$ cat src/rtl/cla_share_arb_pkg.sv
// Shared definitions for every backend user of the shared-adder arbiter:
// requester IDs, the default requester count and the ID-width helper.
package cla_share_arb_pkg;

  localparam int unsigned NREQ_DEFAULT = 3;

  localparam int unsigned REQ_AGU = 0;
  localparam int unsigned REQ_BR  = 1;
  localparam int unsigned REQ_PC  = 2;

  function automatic int unsigned id_width(input int unsigned n);
    return (n > 1) ? $clog2(n) : 1;
  endfunction

endpackage

$ cat src/rtl/cla_adder.sv
// Two-level carry-lookahead adder: ripple inside a block, group generate/propagate
// between blocks. "hybird" uses 4-bit blocks, any other structure 2-bit blocks.
module cla_adder #(
  parameter int unsigned NUM = 32,
  parameter string       ST  = "hybird"
) (
  input  logic [NUM-1:0] a_i,
  input  logic [NUM-1:0] b_i,
  input  logic           cin_i,
  output logic [NUM-1:0] sum_o
);

  localparam int unsigned Blk = (ST == "hybird") ? 4 : 2;
  localparam int unsigned NB  = (NUM + Blk - 1) / Blk;

  logic [NUM-1:0] g, p, c;

  assign g    = a_i & b_i;
  assign p    = a_i ^ b_i;
  assign c[0] = cin_i;

  for (genvar bi = 0; bi < NB; bi++) begin : g_blk
    localparam int unsigned Lo = bi * Blk;
    localparam int unsigned Hi = (Lo + Blk > NUM) ? NUM : Lo + Blk;

    for (genvar j = Lo; j < Hi - 1; j++) begin : g_bit
      assign c[j+1] = g[j] | (p[j] & c[j]);
    end

    // Block carry-out skips the in-block chain; the final carry-out is discarded.
    if (Hi < NUM) begin : g_grp
      logic blk_g, blk_p;
      always_comb begin
        blk_g = 1'b0;
        for (int j = Lo; j < Hi; j++) blk_g = g[j] | (p[j] & blk_g);
      end
      assign blk_p = &p[Hi-1:Lo];
      assign c[Hi] = blk_g | (blk_p & c[Lo]);
    end
  end

  assign sum_o = p ^ c;

endmodule

$ cat src/rtl/rr_arbiter.sv
// Combinational round-robin arbiter: first asserted request at or after ptr_i,
// wrapping modulo N. Produces a one-hot grant plus its binary index.
module rr_arbiter
  import cla_share_arb_pkg::*;
#(
  parameter  int unsigned N   = NREQ_DEFAULT,
  localparam int unsigned IDW = id_width(N)
) (
  input  logic [N-1:0]   req_i,
  input  logic [IDW-1:0] ptr_i,
  input  logic           en_i,
  output logic [N-1:0]   gnt_o,
  output logic [IDW-1:0] gnt_id_o
);

  logic           found;
  logic [IDW:0]   idx;

  always_comb begin
    gnt_o    = '0;
    gnt_id_o = '0;
    found    = 1'b0;
    idx      = '0;
    if (en_i) begin
      for (int k = 0; k < N; k++) begin
        idx = {1'b0, ptr_i} + (IDW+1)'(k);
        if (idx >= (IDW+1)'(N)) idx = idx - (IDW+1)'(N);
        if (!found && req_i[idx[IDW-1:0]]) begin
          found                  = 1'b1;
          gnt_o[idx[IDW-1:0]]    = 1'b1;
          gnt_id_o               = idx[IDW-1:0];
        end
      end
    end
  end

endmodule

$ cat src/rtl/cla_share_arb.sv
// Shares one cla_adder between NREQ requesters: round-robin grant, one-entry
// registered response slot returned with the winner's ID over valid/ready.
module cla_share_arb
  import cla_share_arb_pkg::*;
#(
  parameter  int unsigned NUM  = 32,
  parameter  int unsigned NREQ = NREQ_DEFAULT,
  parameter  string       ST   = "hybird",
  localparam int unsigned IDW  = id_width(NREQ)
) (
  input  logic                clk_i,
  input  logic                rst_i,
  input  logic [NREQ-1:0]     req_valid_i,
  output logic [NREQ-1:0]     req_ready_o,
  input  logic [NREQ*NUM-1:0] req_a_i,
  input  logic [NREQ*NUM-1:0] req_b_i,
  output logic                rsp_valid_o,
  input  logic                rsp_ready_i,
  output logic [NUM-1:0]      rsp_sum_o,
  output logic [IDW-1:0]      rsp_id_o
);

  logic [IDW-1:0]  ptr_q, ptr_d, gnt_id;
  logic [NREQ-1:0] gnt;
  logic            slot_free, grant_en, hs;
  logic [NUM-1:0]  op_a, op_b, sum;
  logic            rsp_valid_q, rsp_valid_d;
  logic [NUM-1:0]  rsp_sum_q, rsp_sum_d;
  logic [IDW-1:0]  rsp_id_q, rsp_id_d;

  assign slot_free = ~rsp_valid_q | rsp_ready_i;
  // Holding grants off during reset keeps requesters from seeing a phantom handshake.
  assign grant_en  = slot_free & ~rst_i;

  rr_arbiter #(
    .N (NREQ)
  ) u_arb (
    .req_i    (req_valid_i),
    .ptr_i    (ptr_q),
    .en_i     (grant_en),
    .gnt_o    (gnt),
    .gnt_id_o (gnt_id)
  );

  assign req_ready_o = gnt;
  assign hs          = |gnt;

  always_comb begin
    op_a = '0;
    op_b = '0;
    for (int i = 0; i < NREQ; i++) begin
      if (gnt[i]) begin
        op_a = req_a_i[i*NUM +: NUM];
        op_b = req_b_i[i*NUM +: NUM];
      end
    end
  end

  cla_adder #(
    .NUM (NUM),
    .ST  (ST)
  ) u_add (
    .a_i   (op_a),
    .b_i   (op_b),
    .cin_i (1'b0),
    .sum_o (sum)
  );

  always_comb begin
    ptr_d       = ptr_q;
    rsp_valid_d = rsp_valid_q;
    rsp_sum_d   = rsp_sum_q;
    rsp_id_d    = rsp_id_q;
    if (hs) begin
      rsp_valid_d = 1'b1;
      rsp_sum_d   = sum;
      rsp_id_d    = gnt_id;
      ptr_d       = (gnt_id == IDW'(NREQ - 1)) ? '0 : gnt_id + IDW'(1);
    end else if (rsp_ready_i) begin
      rsp_valid_d = 1'b0;
    end
  end

  always_ff @(posedge clk_i or posedge rst_i) begin
    if (rst_i) begin
      ptr_q       <= '0;
      rsp_valid_q <= 1'b0;
      rsp_sum_q   <= '0;
      rsp_id_q    <= '0;
    end else begin
      ptr_q       <= ptr_d;
      rsp_valid_q <= rsp_valid_d;
      rsp_sum_q   <= rsp_sum_d;
      rsp_id_q    <= rsp_id_d;
    end
  end

  assign rsp_valid_o = rsp_valid_q;
  assign rsp_sum_o   = rsp_sum_q;
  assign rsp_id_o    = rsp_id_q;

endmodule

$ cat config.mk
export PLATFORM = sky130hd
export DESIGN_NAME = cla_share_arb
export DESIGN_NICKNAME = d
export VERILOG_FILES = /design/src/rtl/cla_share_arb_pkg.sv /design/src/rtl/cla_adder.sv /design/src/rtl/rr_arbiter.sv /design/src/rtl/cla_share_arb.sv
export SDC_FILE = /design/constraint.sdc
export NUM_CORES = 1
export LEC_CHECK = 0
export CORE_MARGIN = 5
export CORE_UTILIZATION = 43
export DETAILED_ROUTE_END_ITERATION = 10
export GPL_TIMING_DRIVEN = 0
export HOLD_SLACK_MARGIN = 0.03
export MAX_ROUTING_LAYER = met4
export PLACE_DENSITY = 0.85
export SYNTH_ARGS = -nofsm -noshare
export SYNTH_HDL_FRONTEND = slang
export SYNTH_SLANG_ARGS = --single-unit
$ cat constraint.sdc
create_clock -name clk_i -period 9.2 [get_ports clk_i]
set_input_delay 1.38 -clock clk_i [delete_from_list [all_inputs] [get_ports clk_i]]
set_output_delay 1.38 -clock clk_i [all_outputs]
set_load 0.05 [all_outputs]
==> results.ini <==
[flow_run]
max-cap-violations = 0

[grt]
grtUsageTotal_pct = 31.0
overflow = 0
grt_pass1_vias = 5313
antenna_found_initial = 0
grt_start_max_net_pins = 41
grt_pass1_wl_um = 27600

[clocking]
cts_buffer_depth = 2
cts_inserted_buffers = 5
cts_sinks = 37
cts_tree = built
h-tree-depth = 2
clk_pin_slew_ns = 0.09
cts-root-buf = clkbuf_8
hold_buffers = 0
post-cts-setup-buffers = 0
cts_resized = 0
clock_latency_ns = 0.30

[timing]
setup_viol = 0
skew_ns = 0.00980
fmax_ghz = 0.131
rsz0062_at_grt = false
finalSetupTns_ns = 0
slew_headroom_pct = 45.8
tightest_slew_ns = 0.812
post-route-period-util_pct = 83.0
slew_viol_final = 0
min_period_ns = 7.64
finalHoldViolations = 0

[route]
dr.pass1.iters = 5
drtIter0Drc = 348
finalWirelength_um = 18600
ant_nets = 0
viasPerCell = 5.73
vias = 5175
drc = 0
wire_per_inst_um = 20.6

[worst_setup_path]
critical_path.top_delay_family = compound AO/OA/AOI/OAI gates
reg2reg_slack_ns = 2.39
critPathBufInv = 4
startpoint_type = primary input
end_kind = flop
cp_max_fo = 10
r2r_end = rsp_sum_o[31]$_DFFE_PP0P_
setup.worst_path.start = req_valid_i[0]
crit_required_ns = 9.40
worstPathArrival_ns = 7.84
crit_top_cell = fa_1
r2r-start = ptr_q[0]$_DFFE_PP0P_
crit_slowest_cell = clkdlybuf4s50_1
max_stage_delay_ns = 0.63
critPathKind = in2reg
rr_worst_depth = 28

[power_and_ir_drop]
power_density_nw_per_um2 = 285
p_leak_nw = 2.85
fin_total_pwr_mw = 1.96
peakVddDrop_v = 0.000122

[floorplanning]
start_util_pct = 44.0
core-area_sq_um = 9730
rows = 36
die_x_um = 110
die_area_sq_um = 12100
num_io_pins = 236
die_h_um = 110

[placement]
dpl-instance-area_sq_um = 6800
hpwl_um = 15600
port_buffers = 235
gp_congestion = 0.971

[cells_and_area]
finalInstanceArea_sq_um = 6900
drive_above_1_share_pct = 4.16
layout.cells.most_common_list = clkdlybuf4s50_1 (235), nor2_1 (83), nand2_1 (58)
antenna_cells = 0
layout_commonest_cell = clkdlybuf4s50_1
nets = 1020
area_growth_pct = 61.0

[min_path]
min_path_cells = 2
hold_end = rsp_sum_o[1]$_DFFE_PP0P_
hp-class = reg2reg
hold_start = rsp_sum_o[1]$_DFFE_PP0P_

[run_status]
status = completed

[synthesis]
synthesis.area_sq_um = 4280
syn_nets = 778
syn_area_per_cell_sq_um = 8.13
synth_edf_count = 0
synth-warning-count = 0
synthFlopType = dfrtp_1
seq_area_frac_synth_pct = 21.6
ys_ff_latch = 37
synthCells = 527
async_reset_ff_share_pct = 100
yosysUniqueCellTypes = 48

[logic make-up (layout without fill, tap and decap cells)]
group / count (synthesis) / count (layout) / synth area share (%)
compound gates: 206 / 206 / 34.6
xor+xnor: 9 / 9 / 1.84
simple gates: 165 / 165 / 16.5
fa+ha+maj: 54 / 54 / 19.9
flops: 37 / 37 / 21.6
buf+inv: 56 / 299 / 5.52
[worst reg2reg max path, delay by kind of cell, from the launching register on]
kind / cells / cell delay [ns]
AO/OA/AOI/OAI: 12 / 2.75
adder cells (fa/ha/maj): 8 / 2.16
buffers and inverters: 5 / 0.78
flip-flops: 1 / 0.41
AND/OR/NAND/NOR: 3 / 0.59
[layout make-up]
| cell class | count | area (sq um) |
|---|---|---|
| Multi-Input combinational cell | 434 | 3120 |
| Fill cell | 804 | 2830 |
| Timing Repair Buffer | 235 | 2350 |
| Sequential cell | 37 | 926 |
| Buffer | 38 | 169 |
| Tap cell | 133 | 166 |
| Clock buffer | 5 | 68.8 |
| Inverter | 18 | 67.6 |
| Clock inverter | 3 | 25.0 |
[stage by stage]
stage / hold slack, ns / setup slack (ns) / util, % / std cells
2_1_floorplan: 0.501 / 2.49 / - / 527
3_3_place_gp: 0.453 / 0.829 / 69.9 / 895
3_5_place_dp: 0.460 / 1.32 / 69.9 / 895
4_1_cts: 0.480 / 1.62 / 70.9 / 903
5_1_grt: 0.513 / 1.18 / 70.9 / 903
6_report: 0.485 / 1.56 / 70.9 / 903
[power breakdown]
| part | internal, mW | switching, mW | total (mW) |
|---|---|---|---|
| Sequential | 0.247 | 0.0455 | 0.292 |
| Clock | 0.0548 | 0.0703 | 0.125 |
| Combinational | 0.567 | 0.979 | 1.55 |
[routing by layer]
metal / track usage (%) / part of all wire [%]
met4: 11.0 / 3.3
met1: 38.1 / 39
met3: 4.46 / 7.4
met5: - / 0
met2: 51.9 / 50
[how the worst max path moves through the flow]
stage	endpoint	slack (ns)	cells past startpoint
2_1_floorplan	rsp_sum_o[31]$_DFFE_PP0P_	2.49	23
3_3_place_gp	rsp_sum_o[31]$_DFFE_PP0P_	0.83	24
3_5_place_dp	rsp_sum_o[31]$_DFFE_PP0P_	1.32	26
4_1_cts	rsp_sum_o[31]$_DFFE_PP0P_	1.62	26
5_1_grt	rsp_sum_o[31]$_DFFE_PP0P_	1.18	25
6_report	rsp_sum_o[31]$_DFFE_PP0P_	1.56	25
[synth_stat cells, types with 8 or more instances]
| master | instances | area [sq um] |
|---|---|---|
| a21o_1 | 14 | 105 |
| a21oi_1 | 34 | 170 |
| a221oi_1 | 27 | 236 |
| a22oi_1 | 31 | 233 |
| buf_2 | 12 | 60.1 |
| clkbuf_1 | 21 | 78.8 |
| dfrtp_1 | 37 | 926 |
| fa_1 | 24 | 480 |
| ha_1 | 29 | 363 |
| inv_1 | 16 | 60.1 |
| nand2_1 | 58 | 218 |
| nor2_1 | 83 | 312 |
| o21a_1 | 34 | 255 |
| o21ai_0 | 9 | 45.0 |
| o21ai_1 | 35 | 175 |
| xor2_1 | 8 | 70.1 |
[registers in the layout, summed over array words and instances (netlist names)]
name,cells
rsp_sum_o,32
rsp_valid_o,1
rsp_id_o,2
ptr_q,2
Power figures use the tool's default switching activity.
